[config.mk]
export PLATFORM = sky130hd
export DESIGN_NAME = apu_pulse_gen
export DESIGN_NICKNAME = d
export VERILOG_FILES = /design/src/rtl/apu_pkg.sv /design/src/rtl/apu_pulse_divider.sv /design/src/rtl/apu_pulse_gen.sv
export SDC_FILE = /design/constraint.sdc
export NUM_CORES = 1
export LEC_CHECK = 0
export CAP_MARGIN = 20
export CORE_MARGIN = 2
export CORE_UTILIZATION = 58
export DETAILED_ROUTE_END_ITERATION = 7
export PLACE_DENSITY_LB_ADDON = 0.3
export SETUP_SLACK_MARGIN = 0.3
export SLEW_MARGIN = 10
export SYNTH_ARGS = -nofsm -noshare
export SYNTH_HDL_FRONTEND = slang
export SYNTH_SLANG_ARGS = --single-unit
[constraint.sdc]
create_clock -name clk_in -period 4.2 [get_ports clk_in]
set_input_delay 0.84 -clock clk_in [delete_from_list [all_inputs] [get_ports clk_in]]
set_output_delay 0.84 -clock clk_in [all_outputs]
set_load 0.005 [all_outputs]
[src/rtl/apu_pkg.sv]
// Shared constants and register layouts for the APU pulse channel.
package apu_pkg;

   // Register addresses on the channel's write bus
   localparam logic [2:0] ADDR_CTRL      = 3'd0;
   localparam logic [2:0] ADDR_SWEEP     = 3'd1;
   localparam logic [2:0] ADDR_TIMER_LO  = 3'd2;
   localparam logic [2:0] ADDR_TIMER_HI  = 3'd3;
   localparam logic [2:0] ADDR_CUSTOM    = 3'd4;
   localparam logic [2:0] ADDR_CUSTOM_EN = 3'd5;

   // Built-in duty patterns, indexed by the 2-bit duty field
   localparam logic [7:0] DUTY_PAT [4] = '{8'h80, 8'hC0, 8'hF0, 8'h3F};

   // Length counter load values, indexed by d[7:3] of the timer-high write
   localparam logic [7:0] LEN_TABLE [32] = '{
      8'd10,  8'd254, 8'd20,  8'd2,   8'd40,  8'd4,   8'd80,  8'd6,
      8'd160, 8'd8,   8'd60,  8'd10,  8'd14,  8'd12,  8'd26,  8'd14,
      8'd12,  8'd16,  8'd24,  8'd18,  8'd48,  8'd20,  8'd96,  8'd22,
      8'd192, 8'd24,  8'd72,  8'd26,  8'd16,  8'd28,  8'd32,  8'd30
   };

   // Address 0 layout
   typedef struct packed {
      logic [1:0] duty;
      logic       halt;
      logic       const_vol;
      logic [3:0] vol;
   } ctrl_reg_t;

   // Address 1 layout
   typedef struct packed {
      logic       en;
      logic [2:0] period;
      logic       negate;
      logic [2:0] shift;
   } sweep_reg_t;

endpackage

[src/rtl/apu_pulse_divider.sv]
// Reloadable down-counter: emits a pulse when an input pulse arrives at count 0.
module apu_pulse_divider #(
   parameter int unsigned WIDTH = 4
) (
   input  logic             clk_in,
   input  logic             rst_n_in,
   input  logic             pulse_in,
   input  logic             reload_in,
   input  logic [WIDTH-1:0] period_in,
   output logic             pulse_out
);

   logic [WIDTH-1:0] count_q, count_d;

   assign pulse_out = pulse_in && (count_q == '0);

   // Reload on expiry or forced reload, otherwise count down; only on input pulses
   always_comb begin
      count_d = count_q;
      if (pulse_in) begin
         if ((count_q == '0) || reload_in) begin
            count_d = period_in;
         end else begin
            count_d = count_q - WIDTH'(1);
         end
      end
   end

   // Counter state
   always_ff @(posedge clk_in or negedge rst_n_in) begin
      if (!rst_n_in) begin
         count_q <= '0;
      end else begin
         count_q <= count_d;
      end
   end

endmodule

[src/rtl/apu_pulse_gen.sv]
// Square-wave channel: timer, 8-step sequencer, envelope, sweep and length counter.
module apu_pulse_gen
   import apu_pkg::*;
#(
   parameter int unsigned CHANNEL    = 0,
   parameter int unsigned TIMER_BITS = 11
) (
   input  logic       clk_in,
   input  logic       rst_n_in,
   input  logic       en_in,
   input  logic       cpu_cycle_pulse_in,
   input  logic       lc_pulse_in,
   input  logic       eg_pulse_in,
   input  logic [2:0] a_in,
   input  logic [7:0] d_in,
   input  logic       wr_in,
   output logic [3:0] pulse_out,
   output logic       active_out,
   output logic       sweep_mute_out
);

   localparam int unsigned TW = TIMER_BITS + 1;

   logic wr_ctrl, wr_sweep, wr_tlo, wr_thi, wr_custom, wr_custom_en;

   assign wr_ctrl      = wr_in && (a_in == ADDR_CTRL);
   assign wr_sweep     = wr_in && (a_in == ADDR_SWEEP);
   assign wr_tlo       = wr_in && (a_in == ADDR_TIMER_LO);
   assign wr_thi       = wr_in && (a_in == ADDR_TIMER_HI);
   assign wr_custom    = wr_in && (a_in == ADDR_CUSTOM);
   assign wr_custom_en = wr_in && (a_in == ADDR_CUSTOM_EN);

   ctrl_reg_t             ctrl_q, ctrl_d;
   sweep_reg_t            sweep_q, sweep_d;
   logic [TIMER_BITS-1:0] period_q, period_d;
   logic                  sw_reload_q, sw_reload_d;
   logic [7:0]            len_q, len_d;
   logic [2:0]            step_q, step_d;
   logic                  env_start_q, env_start_d;
   logic [3:0]            decay_q, decay_d;
   logic [7:0]            custom_q, custom_d;
   logic                  custom_en_q, custom_en_d;
   logic [3:0]            pulse_q, pulse_d;

   logic step_tick, sw_tick, env_tick;

   apu_pulse_divider #(.WIDTH(TW)) u_timer (
      .clk_in    (clk_in),
      .rst_n_in  (rst_n_in),
      .pulse_in  (cpu_cycle_pulse_in),
      .reload_in (1'b0),
      .period_in ({period_q, 1'b1}),
      .pulse_out (step_tick)
   );

   apu_pulse_divider #(.WIDTH(3)) u_sweep_div (
      .clk_in    (clk_in),
      .rst_n_in  (rst_n_in),
      .pulse_in  (lc_pulse_in),
      .reload_in (sw_reload_q),
      .period_in (sweep_q.period),
      .pulse_out (sw_tick)
   );

   // The start flag forces the envelope divider to reload with vol
   apu_pulse_divider #(.WIDTH(4)) u_env_div (
      .clk_in    (clk_in),
      .rst_n_in  (rst_n_in),
      .pulse_in  (eg_pulse_in),
      .reload_in (env_start_q),
      .period_in (ctrl_q.vol),
      .pulse_out (env_tick)
   );

   logic [TIMER_BITS:0] p_ext, delta, target;
   logic                mute;

   // Sweep target and mute, one bit wider than the period to catch overflow
   always_comb begin
      p_ext = {1'b0, period_q};
      delta = p_ext >> sweep_q.shift;
      if (!sweep_q.negate) begin
         target = p_ext + delta;
      end else if (CHANNEL == 0) begin
         target = p_ext - delta - TW'(1);
      end else begin
         target = p_ext - delta;
      end
      mute = (period_q < TIMER_BITS'(8)) || (!sweep_q.negate && target[TIMER_BITS]);
   end

   logic [7:0] pattern;
   logic       seq_bit;
   logic [3:0] env_level;

   // Sample selection from the current sequencer step and envelope
   always_comb begin
      pattern   = custom_en_q ? custom_q : DUTY_PAT[ctrl_q.duty];
      seq_bit   = pattern[step_q];
      env_level = ctrl_q.const_vol ? ctrl_q.vol : decay_q;
      pulse_d   = (seq_bit && (len_q != 8'd0) && !mute) ? env_level : 4'd0;
   end

   // Next-state for registers, sequencer, envelope, sweep and length; CPU writes win
   always_comb begin
      ctrl_d      = ctrl_q;
      sweep_d     = sweep_q;
      period_d    = period_q;
      sw_reload_d = sw_reload_q;
      len_d       = len_q;
      step_d      = step_q;
      env_start_d = env_start_q;
      decay_d     = decay_q;
      custom_d    = custom_q;
      custom_en_d = custom_en_q;

      if (wr_thi) begin
         step_d = 3'd0;
      end else if (step_tick) begin
         step_d = step_q - 3'd1;
      end

      if (eg_pulse_in) begin
         if (env_start_q) begin
            env_start_d = 1'b0;
            decay_d     = 4'd15;
         end else if (env_tick) begin
            if (decay_q != 4'd0) begin
               decay_d = decay_q - 4'd1;
            end else if (ctrl_q.halt) begin
               decay_d = 4'd15;
            end
         end
      end
      if (wr_thi) begin
         env_start_d = 1'b1;
      end

      if (lc_pulse_in) begin
         if (sw_tick && sweep_q.en && (sweep_q.shift != 3'd0) && !mute) begin
            period_d = target[TIMER_BITS-1:0];
         end
         sw_reload_d = 1'b0;
      end
      // A sweep write alongside lc_pulse_in leaves reload pending for the next one
      if (wr_sweep) begin
         sweep_d     = sweep_reg_t'(d_in);
         sw_reload_d = 1'b1;
      end

      if (!en_in) begin
         len_d = 8'd0;
      end else if (wr_thi) begin
         len_d = LEN_TABLE[d_in[7:3]];
      end else if (lc_pulse_in && !ctrl_q.halt && (len_q != 8'd0)) begin
         len_d = len_q - 8'd1;
      end

      if (wr_ctrl) begin
         ctrl_d = ctrl_reg_t'(d_in);
      end
      if (wr_tlo) begin
         period_d[7:0] = d_in;
      end
      if (wr_thi) begin
         period_d[TIMER_BITS-1:8] = d_in[TIMER_BITS-9:0];
      end
      if (wr_custom) begin
         custom_d = d_in;
      end
      if (wr_custom_en) begin
         custom_en_d = d_in[0];
      end
   end

   // Channel state and registered sample
   always_ff @(posedge clk_in or negedge rst_n_in) begin
      if (!rst_n_in) begin
         ctrl_q      <= '0;
         sweep_q     <= '0;
         period_q    <= '0;
         sw_reload_q <= 1'b0;
         len_q       <= '0;
         step_q      <= '0;
         env_start_q <= 1'b0;
         decay_q     <= '0;
         custom_q    <= '0;
         custom_en_q <= 1'b0;
         pulse_q     <= '0;
      end else begin
         ctrl_q      <= ctrl_d;
         sweep_q     <= sweep_d;
         period_q    <= period_d;
         sw_reload_q <= sw_reload_d;
         len_q       <= len_d;
         step_q      <= step_d;
         env_start_q <= env_start_d;
         decay_q     <= decay_d;
         custom_q    <= custom_d;
         custom_en_q <= custom_en_d;
         pulse_q     <= pulse_d;
      end
   end

   assign pulse_out      = pulse_q;
   assign active_out     = (len_q != 8'd0);
   assign sweep_mute_out = mute;

endmodule

==> impl_summary.log <==
INFO  metric wl_met1 = 6.21 mm
INFO  metric cts_inserted_buffers = 9
INFO  metric die_w = 102 µm
INFO  metric grt_first_pass_wirelength = 22.1 mm
INFO  metric wire_per_inst = 17.9 µm
INFO  metric crit_start = sweep_q[0]$_DFFE_PN0P_
INFO  metric hold_viol = 0
INFO  metric crit_required = 3.36 ns
INFO  metric cap_viol_max_count = 0
INFO  metric crit_path_start_kind = register
INFO  metric power.share.switching = 46.7%
INFO  metric tns = 0 ns
INFO  metric syn_to_final_growth = 13.2%
INFO  metric transition_at_the_pin_with_the_smallest_max_transition_slack = 0.953 ns
INFO  metric met2_wirelength = 6.85 mm
INFO  metric synth_enable_flop_cells = 0
INFO  metric post_route_utilization = 68.2%
INFO  metric internal_power = 2600 µW
INFO  metric dieArea = 10400 µm²
INFO  metric final.fill_count = 742
INFO  metric netSwitchingPower = 2280 µW
INFO  metric postSynthNetCount = 684
INFO  metric antenna_found_initial = 0
INFO  metric grt_max_degree = 77
INFO  metric syn_inst = 625
INFO  metric placement_rows = 35
INFO  metric critPathMaxFanout = 7
INFO  metric layout_commonest_cell = dfrtp_1
INFO  metric floorplan.core_area = 9280 µm²
INFO  metric drc_errors = 0
INFO  metric cellPowerDensity = 771 nW/µm²
INFO  metric layout_worst_path_cycle_share = 92.5%
INFO  metric slew_headroom = 36.5%
INFO  metric clock_sinks = 76
INFO  metric timing.fmax = 257 MHz
INFO  metric outcome = finished clean
INFO  metric port_buffers = 23
INFO  metric total_number_of_yosys_warnings = 0
INFO  metric starting_density = 60.3%
INFO  metric ys.flop_type = dfrtp_1
INFO  metric end_kind = output port
INFO  metric tritoncts = yes
INFO  metric timing.critical_path.arrival = 3.05 ns
INFO  metric final-setup-viol-count = 0
INFO  metric worst_r2r_startpoint = sweep_q[0]$_DFFE_PN0P_
INFO  metric avgSynthCellArea = 8.95 µm²
INFO  metric cts_max_level = 3
INFO  metric drt-total-wl = 14.0 mm
INFO  metric asyncSetResetFlopFracSynth = 100%
INFO  metric clock_path_buffers = 2
INFO  metric clkTransAtPathRegs = 0.09 ns
INFO  metric sequentialPowerShare = 27.7%
INFO  metric number_of_hold_repair_buffers_added_at_the_cts_stage = 0
INFO  metric met3_length = 622 µm
INFO  metric seq_area_frac_synth = 34.0%
INFO  metric place.gp.congestion = 0.901
INFO  metric timing_max_transition_violations_final = 0
INFO  metric detailedRoute.firstPassIterationCount = 6
INFO  metric cts.root.buffer_cell = clkbuf_8
INFO  metric final.min_clock_period = 3.89 ns
INFO  metric worst_clock_skew = 0.0149 ns
INFO  metric final_cell_mix = dfrtp_1 (74), nand2_1 (61), a21oi_1 (53), nor2_1 (44), o21ai_0 (39)
INFO  metric post_synth_design_cell_area = 5590 µm²
INFO  metric num_vias = 4791
INFO  metric ys_types = 76
INFO  metric p_leak = 0.00278 µW
INFO  metric antenna_diode_instance_count = 0
INFO  metric overflow = 0
INFO  metric ant_nets = 0
INFO  metric worstSetupPathType = reg -> out
INFO  metric clock_power_share = 11.2%
INFO  metric floorplan.die.height = 102 µm
INFO  metric hold_path.startpoint = custom_q[2]$_DFFE_PN0P_
INFO  metric drive_above_1_share = 17.9%
INFO  metric rsz_0062_raised_after_global_routing = no
INFO  metric clk-insertion-delay-late = 0.37 ns
INFO  metric ios = 24
INFO  metric hold_path_class = reg -> reg
INFO  metric nNetsFinal = 708
INFO  metric vdd.ir_drop.worst = 0.384 mV
INFO  metric detailedRoute.firstIterationViolations = 333
INFO  metric via_count_of_the_first_global_routing_pass = 4485
INFO  metric post_dr_vias_cell = 6.12
INFO  metric route.top_layer_used = met4
INFO  metric groute.usage.overall = 27.2%
INFO  metric dp_hpwl = 9.96 mm
INFO  metric combinationalPowerShare = 61.0%
INFO  metric postSynthRegisterBits = 76
-- worst max-delay path, cell delays in order, from the launching register on --
cell and delay, ns:
dfrtp_2 0.48, buf_4 0.16, mux2_4 0.32, o21ai_2 0.16
nand2_1 0.07, o21ai_1 0.14, ha_1 0.37, nor3_2 0.24
o21ai_2 0.12, a211oi_2 0.25, nor3_2 0.09, inv_1 0.07
clkdlybuf4s15_1 0.19
-- state kept, by name, summed over array words and instances (netlist names) --
register and count:
ctrl_q 8, decay_q 4, custom_q 8, step_q 3, u_sweep_div.count_q 3, u_timer.count_q 12, pulse_out 4, sweep_q 8
period_q 11, len_q 8, custom_en_q 1, env_start_q 1, sw_reload_q 1, u_env_div.count_q 4
-- power groups by stage --
stage	clock, µW	sequential [µW]	combinational (µW)
floorplan	0	1240	1980
global placement	0	1320	2540
detailed placement	0	1350	2630
CTS	555	1330	2780
global route	584	1390	3260
finish	547	1360	2980
-- timing repair --
| item | CTS | global route |
|---|---|---|
| endpoints found under the setup margin | 1 | 1 |
| resized for setup | 17 | 23 |
| setup buffers | 6 | 4 |
| pin swaps | 6 | 7 |
-- cells by family after synthesis --
logic type               Yosys count  share of synthesized area, %
AND/OR/NAND/NOR                  201                          18.8
AO/OA/AOI/OAI                    165                          18.5
adder cells (fa/ha/maj)           41                          9.44
XOR/XNOR                          20                          3.13
multiplexers                      52                          10.9
buffers and inverters             70                          5.28
flip-flops                        76                          34.0
-- synthesized netlist by cell type, types with 16 or more instances --
| cell type | count | share of area, % |
|---|---|---|
| mux2i_1 | 18 | 3.2 |
| o21ai_0 | 44 | 3.9 |
| ha_1 | 39 | 8.7 |
| nand3_1 | 19 | 1.7 |
| nand2_1 | 62 | 4.2 |
| clkbuf_1 | 20 | 1.3 |
| mux2_2 | 30 | 6.0 |
| nor2_1 | 45 | 3.0 |
| a21oi_1 | 55 | 4.9 |
| nor3_1 | 16 | 1.4 |
| dfrtp_1 | 76 | 34 |
| inv_1 | 38 | 2.5 |
-- layout make-up --
| cell class | count | area [µm²] | share of cell area (%) |
|---|---|---|---|
| multi-input combinational | 479 | 3540 | 55.9 |
| sequential | 76 | 1900 | 30.1 |
| timing repair buffer | 43 | 389 | 6.14 |
| tap | 129 | 161 | 2.55 |
| inverter | 40 | 150 | 2.37 |
| clock buffer | 9 | 124 | 1.96 |
| clock inverter | 7 | 65.1 | 1.03 |
-- final timing paths --
path,to,slack (ns),depth (start not counted)
worst max register to register,period_q[4]$_DFFE_PN0P_,0.79,15
min in group asynchronous,u_timer.count_q[4]$_DFFE_PN0P_,0.58,1
worst min register to register,custom_q[2]$_DFFE_PN0P_,0.51,1
worst min-delay path,custom_q[2]$_DFFE_PN0P_,0.51,1
max in group asynchronous,period_q[6]$_DFFE_PN0P_,2.92,1
worst max-delay path,sweep_mute_out,0.31,12
-- stage by stage --
stage	setup WS (ns)	power (µW)	instance area (µm²)	instances	hold slack, ns
2_1_floorplan	0.963	3220	5590	625	0.471
5_1_grt	0.238	5240	6330	783	0.525
3_3_place_gp	0.286	3860	5910	757	0.485
3_5_place_dp	0.178	3980	5910	757	0.497
4_1_cts	0.340	4660	6190	779	0.514
6_report	0.314	4890	6330	783	0.513
-- routing by layer --
layer	GRT usage, %	up-vias
li1	-	2276
met1	37.5	2360
met2	44.1	131
met3	4.38	24
met4	9.03	0
met5	0	-
Note: power is estimated with default switching activity, not from simulation.
